[config.mk]
export PLATFORM = sky130hd
export DESIGN_NAME = fp_isqrt_seed_pipe_flat
export DESIGN_NICKNAME = d
export VERILOG_FILES = /design/src/rtl/fp_isqrt_seed_if.sv /design/src/rtl/fp_isqrt_seed_pipe.sv /design/src/flat_wrapper.sv
export SDC_FILE = /design/constraint.sdc
export NUM_CORES = 1
export LEC_CHECK = 0
export ABC_AREA = 1
export BUFFER_PORTS_ARGS = -buffer_cell sky130_fd_sc_hd__buf_4
export CAP_MARGIN = 15
export CORE_MARGIN = 2
export CORE_UTILIZATION = 40
export DETAILED_ROUTE_END_ITERATION = 6
export GPL_ROUTABILITY_DRIVEN = 0
export PLACE_DENSITY = 0.69
export SLEW_MARGIN = 20
export SYNTH_ARGS = -nofsm -noshare
export SYNTH_HDL_FRONTEND = slang
export SYNTH_SLANG_ARGS = --single-unit
[constraint.sdc]
create_clock -name clk -period 2.1 [get_ports clk]
set_input_delay 0.21 -clock clk [delete_from_list [all_inputs] [get_ports clk]]
set_output_delay 0.21 -clock clk [all_outputs]
set_load 0.02 [all_outputs]
[src/rtl/fp_isqrt_seed_if.sv]
// fp_isqrt_seed_if: sample bus (valid_in/float_in/error_in/hold in, seed_out/half_x_out/x_delay_out/ready/error_out/err_code out)
interface fp_isqrt_seed_if;
  logic        valid_in;
  logic [31:0] float_in;
  logic        error_in;
  logic        hold;
  logic [30:0] seed_out;
  logic [30:0] half_x_out;
  logic [30:0] x_delay_out;
  logic        ready;
  logic        error_out;
  logic [1:0]  err_code;
  modport master (output valid_in, float_in, error_in, hold,
                  input seed_out, half_x_out, x_delay_out, ready, error_out, err_code);
  modport slave  (input valid_in, float_in, error_in, hold,
                  output seed_out, half_x_out, x_delay_out, ready, error_out, err_code);
endinterface

[src/rtl/fp_isqrt_seed_pipe.sv]
// fp_isqrt_seed_pipe: 2-stage inverse-sqrt seed pipeline (clk, rst, bus: sample in, seed/half_x/x_delay/ready/error out)
module fp_isqrt_seed_pipe #(
  parameter logic [31:0] MAGIC = 32'h5F3759DF
) (
  input logic            clk,
  input logic            rst,
  fp_isqrt_seed_if.slave bus
);
  logic [7:0]  exp_in;
  logic [1:0]  cls_in;
  logic        v1;
  logic [30:0] x1;
  logic        e1;
  logic [1:0]  cls1;
  logic [30:0] seed_nxt;
  logic [30:0] half_nxt;
  always_comb begin
    exp_in   = bus.float_in[30:23];
    cls_in   = &exp_in ? 2'b11 : ~|exp_in ? 2'b01 : bus.float_in[31] ? 2'b10 : 2'b00;
    seed_nxt = |cls1 ? 31'd0 : MAGIC[30:0] - {1'b0, x1[30:1]};
    half_nxt = (|cls1 || x1[30:23] == 8'd1) ? 31'd0 : {x1[30:23] - 8'd1, x1[22:0]};
  end
  always_ff @(posedge clk) begin
    if (rst) begin
      v1              <= 1'b0;
      x1              <= '0;
      e1              <= 1'b0;
      cls1            <= 2'b00;
      bus.ready       <= 1'b0;
      bus.seed_out    <= '0;
      bus.half_x_out  <= '0;
      bus.x_delay_out <= '0;
      bus.error_out   <= 1'b0;
      bus.err_code    <= 2'b00;
    end else if (!bus.hold) begin
      v1        <= bus.valid_in;
      bus.ready <= v1;
      if (bus.valid_in) begin
        x1   <= bus.float_in[30:0];
        e1   <= bus.error_in;
        cls1 <= cls_in;
      end
      if (v1) begin
        bus.seed_out    <= seed_nxt;
        bus.half_x_out  <= half_nxt;
        bus.x_delay_out <= x1;
        bus.error_out   <= e1 | (|cls1);
        bus.err_code    <= cls1;
      end
    end
  end
endmodule

[src/flat_wrapper.sv]
// flat-port wrapper written by rule: the top's interface ports become plain ports
module fp_isqrt_seed_pipe_flat 
#(
  parameter logic [31:0] MAGIC = 32'h5F3759DF
)
  (clk, rst, bus_valid_in, bus_float_in, bus_error_in, bus_hold, bus_seed_out, bus_half_x_out, bus_x_delay_out, bus_ready, bus_error_out, bus_err_code);
  fp_isqrt_seed_if bus_i ();
  input logic clk;
  input logic rst;
  input wire logic [$bits(bus_i.valid_in)-1:0] bus_valid_in;
  input wire logic [$bits(bus_i.float_in)-1:0] bus_float_in;
  input wire logic [$bits(bus_i.error_in)-1:0] bus_error_in;
  input wire logic [$bits(bus_i.hold)-1:0] bus_hold;
  output wire logic [$bits(bus_i.seed_out)-1:0] bus_seed_out;
  output wire logic [$bits(bus_i.half_x_out)-1:0] bus_half_x_out;
  output wire logic [$bits(bus_i.x_delay_out)-1:0] bus_x_delay_out;
  output wire logic [$bits(bus_i.ready)-1:0] bus_ready;
  output wire logic [$bits(bus_i.error_out)-1:0] bus_error_out;
  output wire logic [$bits(bus_i.err_code)-1:0] bus_err_code;
  assign bus_i.valid_in = bus_valid_in;
  assign bus_i.float_in = bus_float_in;
  assign bus_i.error_in = bus_error_in;
  assign bus_i.hold = bus_hold;
  assign bus_seed_out = bus_i.seed_out;
  assign bus_half_x_out = bus_i.half_x_out;
  assign bus_x_delay_out = bus_i.x_delay_out;
  assign bus_ready = bus_i.ready;
  assign bus_error_out = bus_i.error_out;
  assign bus_err_code = bus_i.err_code;
  fp_isqrt_seed_pipe #(.MAGIC(MAGIC)) u_core (.clk(clk), .rst(rst), .bus(bus_i));
endmodule
==> results of run 1 <==
[layout make-up]
class                           count  share of cell area
Sequential cell                   132               0.364
Multi-Input combinational cell    531               0.347
Timing Repair Buffer              142               0.150
Clock buffer                       28              0.0713
Tap cell                          180              0.0311
Inverter                           57              0.0298
Clock inverter                      3             0.00587
[sequential cells by signal, summed over array words and instances, names as in the netlist]
| signal | flops |
|---|---|
| u_core.bus.err_code | 2 |
| u_core.bus.seed_out | 31 |
| u_core.bus.x_delay_out | 31 |
| u_core.cls1 | 2 |
| u_core.bus.ready | 1 |
| u_core.bus.half_x_out | 31 |
| u_core.e1 | 1 |
| u_core.x1 | 31 |
| u_core.bus.error_out | 1 |
| u_core.v1 | 1 |
[worst paths after layout]
path                              to  slack [ps]
min reg2reg         u_core.bus.ready         450
max reg2reg  u_core.bus.seed_out[28]         280
max          u_core.bus.seed_out[28]         280
min                    u_core.x1[19]          70
[power by group through the flow]
stage | combinational [uW] | clock [uW] | sequential [uW]
final | 640 | 2800 | 2700
after global routing | 707 | 2950 | 2710
after CTS | 642 | 2850 | 2700
after detailed placement | 640 | 0 | 2750
after global placement | 638 | 0 | 2750
after floorplan | 341 | 0 | 2790
[synthesized netlist by cell type (2+ instances only)]
cell,number,area (sq um)
nand2_1,183,687
a21oi_1,138,691
dfxtp_1,132,2640
o21ai_0,79,395
inv_1,48,180
nand3_1,44,220
nor2_1,36,135
clkbuf_1,27,101
buf_2,11,55.1
nand4_1,9,56.3
inv_2,8,30.0
nand2_2,8,50.1
a21boi_0,4,30.0
ha_1,4,50.1
nor2_2,4,25.0
buf_4,3,22.5
buf_6,3,33.8
o21ai_1,3,15.0
xor2_1,3,26.3
nor2_4,2,22.5
nor4_1,2,12.5
[per-stage QoR]
step                cells  setup WS, ps  hold WS (ps)  instance area (sq um)   util
global placement     1042           281           445                   6690  0.486
floorplan             764           708           357                   5590      -
finish               1073           276          68.4                   7250  0.527
CTS                  1073           294          49.4                   7250  0.527
global route         1073           139          62.2                   7250  0.527
detailed placement   1042           307           449                   6690  0.486
[layer usage]
layer | wire, microns | global-route usage
met3 | 1470 | 0.0866
met2 | 7150 | 0.333
met5 | 0 | 0
met4 | 206 | 0.0718
met1 | 6890 | 0.278
[tightest hold or removal path, cell delays in order]
cell and delay, ps:
buf_4 70, o21ai_0 70, a21oi_1 100
[cell families after synthesis]
kind of cell	count (synthesis)	share of synthesized area
and+or+nand+nor	294	0.226
AOI/OAI and AO/OA	229	0.209
DFF	132	0.473
buffers and inverters	101	0.0768
xor gates and xnor gates	4	0.00627
adders and majority gates	4	0.00896
==> results.txt, run 1 <==
The run finished with clean final reports. After clock tree synthesis, the clock-pin slew on the worst setup and hold paths is 50 ps. The area of the core was 0.0138 sq mm. The die area was 0.0149 sq mm; the synthesized instance count was 764. The first global-routing pass estimated 25000 microns of wire. In this run the remaining antenna-violating nets after routing total 0. The effective utilization at floorplan was 0.406; the final period demand of the worst path was 1820 ps.

Across the whole layout, storage elements account for 0.00264 sq mm. Setup repair after global routing left no endpoint under its margin. The tools report the number of max-slew violations in the final report as 0. The relative contribution of combinational cells to total power is 0.104. The startpoint identified for the worst register-to-register timing path is u_core.x1[23]. Setup fix buffers added after clock tree synthesis: 0. The post-synthesis area per instance is 7.31 sq um.

The number of flops mapped to enable cells by yosys is 0. In the routed layout, each cell is associated on average with a via count of 5.04. The per-cell routed wire length is 14.6 microns. The critical path goes through inv_1 > ha_1 > nand2_1 > inv_1 > nand2_1 > nor2_2 > nand3_1 > nand2_1 > nand2_1 > nand3_1 > a21oi_1. The via count of the first global-routing pass was 5026; the worst-path maximum fanout was 8. Overall power consumption after layout is estimated at 6140 uW.

The switching part of the total power works out to 0.247. The die boundary width is 122 microns. In the synthesized netlist the dominant register cell turns out to be dfxtp_1.

Class of the most critical hold timing path: input port to flop. The library cells used most frequently in the layout, excluding fill and tap cells, are nand2_1, buf_4, a21oi_1, dfxtp_1, o21ai_0. For this run the aggregate overflow at the end of global routing stands at 0.

Counting every sink on the clock net gives 132. In this run, synthesis produced a sequential element count of 132. Number of buffers created by CTS: 17.

The total global routing track utilization was 0.217; the count of unique library cells instantiated by Yosys was 34. The async set or reset register ratio after synthesis was 0. The y dimension of the die came out at 122 microns.

Startpoint of the worst hold path: bus_float_in[19]. The most common cell after layout, fill and taps aside is nand2_1. For the maximum clock rate, the log shows 0.548 GHz. The repair_antennas step left the layout with diodes totalling 0. The sequential area share after synthesis was 0.473; the number of maximum-capacitance constraint violations was 0. The run gives 0.00299 uW as the leakage power of the design. The total of fill cells in the finished design was 1396; the number of failing setup endpoints in the final timing report was 0. For the pin with the worst max-slew slack, the measured transition is 715 ps. The logs give 0 for the number of antenna violations at the first check in global routing and 347 for the initial detailed-routing violation count. The count of cells along the worst hold path is 3, and the proportion of power drawn by flip-flops and latches is 0.440. The largest stage delay on the critical path is 350 ps. The run gives 0 as the count of warnings emitted by yosys. The root buffer cell chosen for the clock tree is clkbuf_16.

The first TritonRoute pass finished after 5 iterations. The tools report the total number of vias as 5413. 134 I/O pins were placed. The most numerous cell type found on the critical path is nand2_1.

The final count of hold timing violations is 0, and the count of buffer and inverter cells on the critical path is 2. The switching power summed over all nets is 1520 uW. The mapped cell area came out at 0.00559 sq mm. Kind of cell adding the most delay to the critical path: simple AND/OR/NAND/NOR gates. Proportion of layout cells with a drive suffix above 1: 0.217. The type of the worst setup path was flop to flop. The H-tree was split into 4 levels.

In the routed design, unresolved DRC markers number 0. The largest net degree at the start of global routing was 70. For the worst flop-to-flop path, the logic depth is 11.

The HPWL after detailed placement is 11000 microns. The logs give 2 for the maximum count of clock buffers along a single path and 0.456 for the part of the power in the clock network. Data on the critical path is required at its endpoint by 2370 ps.

When the netlist entered floorplanning its net count stood at 805. Buffers placed on the I/O ports in this run total 133. The headroom to the max-slew limit was 0.523.

The multi-input combinational cell area came out at 0.00252 sq mm. STA classifies the critical path endpoint as a flop. In this run the number of cells on the critical path is 11. The slowest stage of the critical path belongs to the cell dfxtp_1.

The setup TNS after final layout came out at 0 ps. TritonCTS built the clock tree. The area growth from synthesis to layout is 29.8%.

The post-detailed-routing wire length was 15700 microns; the clock latency at the later pin of the worst-skew pair was 420 ps. The floorplan has 43 rows. Worst setup path startpoint: u_core.x1[23]. The final layout contains 922 nets. Clock skew on the completed layout was measured at 9.40 ps.

The period utilization was 0.869; the power per standard cell area was 847 mW/mm^2. The element type at the critical path start was a flop. The number of gates given a new drive strength after cts was 0; the internal power contribution was 4620 uW. STA puts the critical path data arrival time at 2100 ps. Maximum vdd ir drop: 542 uV.

For this design, the CTS-stage hold fixing added 0 buffers.
(Power assumes the default switching activity.)
==> inputs of run 2 (changes only) <==
--- a/config.mk
+++ b/config.mk
@@ -6,7 +6,7 @@
 export NUM_CORES = 1
 export LEC_CHECK = 0
 export ABC_AREA = 1
-export BUFFER_PORTS_ARGS = -buffer_cell sky130_fd_sc_hd__buf_4
+export BUFFER_PORTS_ARGS = -buffer_cell sky130_fd_sc_hd__buf_2
 export CAP_MARGIN = 15
 export CORE_MARGIN = 2
 export CORE_UTILIZATION = 40
==> run 2 against run 1 <==
  * Total power shrank 3.3%
  * Design area shrank 4.9%
  * Final cell count grew 0.47%
  * Global-route usage grew 0.21 points
  * Critical path type unchanged
  * Flip-flop and latch count is the same
  * Combinational power shrank 6.9%
  * Sequential share of layout area grew 1.9 points
  * Critical path depth is the same
  * Clock skew is essentially flat
  * Utilization shrank 2.6 points
  * Largest power group is now sequential cells
  * Hold slack gained 1.3 ps
  * Clock power shrank 6%
==> results.txt, run 2 (synthesis gave the netlist of run 1 again) <==
For the proportion of power drawn by flip-flops and latches, the log shows 0.454 (+0.014). The residual antenna-violating net count after detailed routing came out at 0 (unchanged). The final period demand of the worst path works out to 1840 ps (+11.8 ps).

The switching part of the total power is 0.255 (+0.00780). The tools report the die area as 0.0149 sq mm (unchanged). Critical path capture point type: a flop. TritonCTS built the clock tree. The proportion of layout cells with a drive suffix above 1 was 0.223 (+0.00572). The logs give 1048 (+0.58%) for the total placed cells including tap cells and 0 (unchanged) for the DRC violation count after routing. The setup TNS after final layout was 0 ps (unchanged). The number of max-slew violations in the final report is 0 (unchanged). The library cell contributing the largest single delay on the critical path is dfxtp_1.

The largest net degree at the start of global routing is 64 (-8.6%), and the number of top-level design ports is 134 (unchanged). The run gives 4420 uW (-4.3%) as the internal power contribution. The logs give 1 (+1) for the number of antenna violations at the first check in global routing and 132 (unchanged) for the total clock sinks. The maximum level of the CTS H-tree is 4 (unchanged). The run finished with clean final reports. The largest stage delay on the critical path works out to 350 ps (about the same).

For the number of failing setup endpoints in the final timing report, the log shows 0 (unchanged). The type of the worst setup path is flop to flop. The total global routing track utilization was 0.219 (+0.00215); the per-cell routed wire length was 14.7 microns (+0.51%). The summed area of non-filler cells in the final layout came out at 0.00690 sq mm (-4.9%).

The logs give 264 ps (-11.8 ps) for the worst path setup slack after routing and 0.545 GHz (-0.64%) for the maximum clock rate. The pin slew with the least headroom to its limit is 693 ps (-21.7 ps), and the maximum count of clock buffers along a single path is 2 (unchanged). The logs give 2110 ps (about the same) for the critical path data arrival time and 0.0138 sq mm (unchanged) for the area of the core. The count of buffer and inverter cells on the critical path came out at 2 (unchanged). The initial detailed-routing violation count was 309 (-11%). Total number of vias: 5373 (-0.74%).

The period utilization is 0.874 (+0.00560), and the number of placement rows is 43 (unchanged). Most common cell after layout, fill and taps aside: nand2_1. The run gives 15900 microns (+0.98%) as the post-detailed-routing wire length. For the pre-CTS setup slack, the log shows 323 ps (+15.9 ps).

STA classifies the critical path startpoint as a flop. The mean number of vias per cell came out at 4.98 (-1.2%). The tree is rooted in a clkbuf_16.

The via count of the first global-routing pass was 5064 (+0.76%); the placed wire-length estimate after detailed placement was 11300 microns (+2.1%). For the number of buffers created by CTS, the log shows 17 (unchanged). The setup fix buffers added after clock tree synthesis was 0 (unchanged); the effective utilization at floorplan was 0.406 (unchanged).

The clock latency at the later pin of the worst-skew pair was 420 ps (about the same). The area growth from synthesis to layout is 23.4%. The global-route wire length before repair came out at 25300 microns (+1.5%). Leaving out fill and tap cells, the most frequent cells in the layout are nand2_1, a21oi_1, buf_2, dfxtp_1, o21ai_0. The worst-path maximum fanout was 8 (unchanged); the maximum vdd ir drop was 474 uV (-12%). The post-cts hold buffer count was 0 (unchanged); the final cell count without fillers was 1078 (+0.47%). The kind of cell adding the most delay to the critical path was simple AND/OR/NAND/NOR gates.

Net count of the finished layout: 928 (+0.65%). Clock transition time at the flip-flop clock pins of the worst setup and hold paths: 50 ps (about the same). The power per standard cell area was 861 mW/mm^2 (+1.6%). The largest clock skew in the final design came out at 9.85 ps (+0.448 ps).

The switching power summed over all nets is 1510 uW (-0.29%), and the total congestion overflow is 0 (unchanged). Required time of the critical path: 2370 ps (about the same). Setup repair after global routing left no endpoint under its margin. The logs give 0.538 (+0.0145) for the headroom to the max-slew limit and 0.00298 uW (-0.55%) for the leakage power of the design. Among the stages of the critical path, the cell type that occurs most often is nand2_1.

The tightest min-delay check is of the input port to flop type. For the first-pass iteration count of the detailed router, the log shows 5 (unchanged). The count of buffers from port buffering was 133 (unchanged); the part of the power in the clock network was 0.445 (-0.011). The instance area after placement was 0.00638 sq mm (-4.7%); the number of maximum-capacitance constraint violations was 0 (unchanged). The final count of hold timing violations came out at 0 (unchanged). The tools report the relative contribution of combinational cells to total power as 0.100 (-0.004). The number of gates given a new drive strength after cts came out at 0 (unchanged). The y dimension of the die is 122 microns (unchanged). The signal on the critical path passes through inv_1 > ha_1 > nand2_1 > inv_1 > nand2_1 > nor2_2 > nand3_1 > nand2_1 > nand2_1 > nand3_1 > a21oi_1. The die boundary width was 122 microns (unchanged); the final worst hold slack was 69.8 ps (+1.35 ps).
==> run 2: changes by cell type in the layout (fill, tap and decap cells not counted) <==
cell	before	now
diode_2	0	1
clkinvlp_4	1	0
clkbuf_8	5	1
buf_12	2	0
buf_2	0	133
clkinv_2	1	6
buf_4	140	15
clkbuf_1	6	4
==> run 2: area by class of cell <==
class | count | area (sq um)
multi-input combinational | 531 | 2520
clock inverter | 7 | 60.1
clock buffer | 22 | 454
inverter | 57 | 216
antenna | 1 | 2.50
tap | 180 | 225
sequential | 132 | 2640
timing repair buffer | 148 | 778
fill | 1430 | 6880
==> run 2: stage by stage <==
step                power, uW   util
detailed placement       3340  0.463
CTS                      5990  0.501
finish                   5930  0.501
global route             6180  0.501
floorplan                3130      -
global placement         3340  0.463
==> run 2: layer usage <==
| layer | vias up | share of wire | global-route usage |
|---|---|---|---|
| met1 | 2388 | 0.45 | 0.281 |
| met4 | 0 | 0.011 | 0.0718 |
| met2 | 191 | 0.45 | 0.339 |
| met5 | - | 0 | 0 |
| li1 | 2779 | - | - |
| met3 | 15 | 0.087 | 0.0833 |
==> run 2: final timing paths <==
kind	cells past startpoint	end	startpoint	slack, ps
max	11	u_core.bus.seed_out[28]	u_core.x1[23]	260
min	3	u_core.x1[4]	bus_float_in[4]	70
max reg2reg	11	u_core.bus.seed_out[28]	u_core.x1[23]	260
min reg2reg	2	u_core.e1	u_core.e1	460
==> run 2: power groups by stage <==
| stage | clock network (uW) | registers [uW] | logic, uW |
|---|---|---|---|
| floorplan | 0 | 2790 | 341 |
| global placement | 0 | 2750 | 590 |
| detailed placement | 0 | 2750 | 592 |
| CTS | 2700 | 2690 | 594 |
| global route | 2810 | 2710 | 663 |
| finish | 2640 | 2700 | 596 |
==> run 2: worst register-to-register path, delay by kind of cell, from the launching register on <==
kind	cells	cell delay [ps]
AO/OA/AOI/OAI	1	70
adder cells (fa/ha/maj)	1	280
AND/OR/NAND/NOR	7	640
flip-flops	1	350
buffers and inverters	2	360
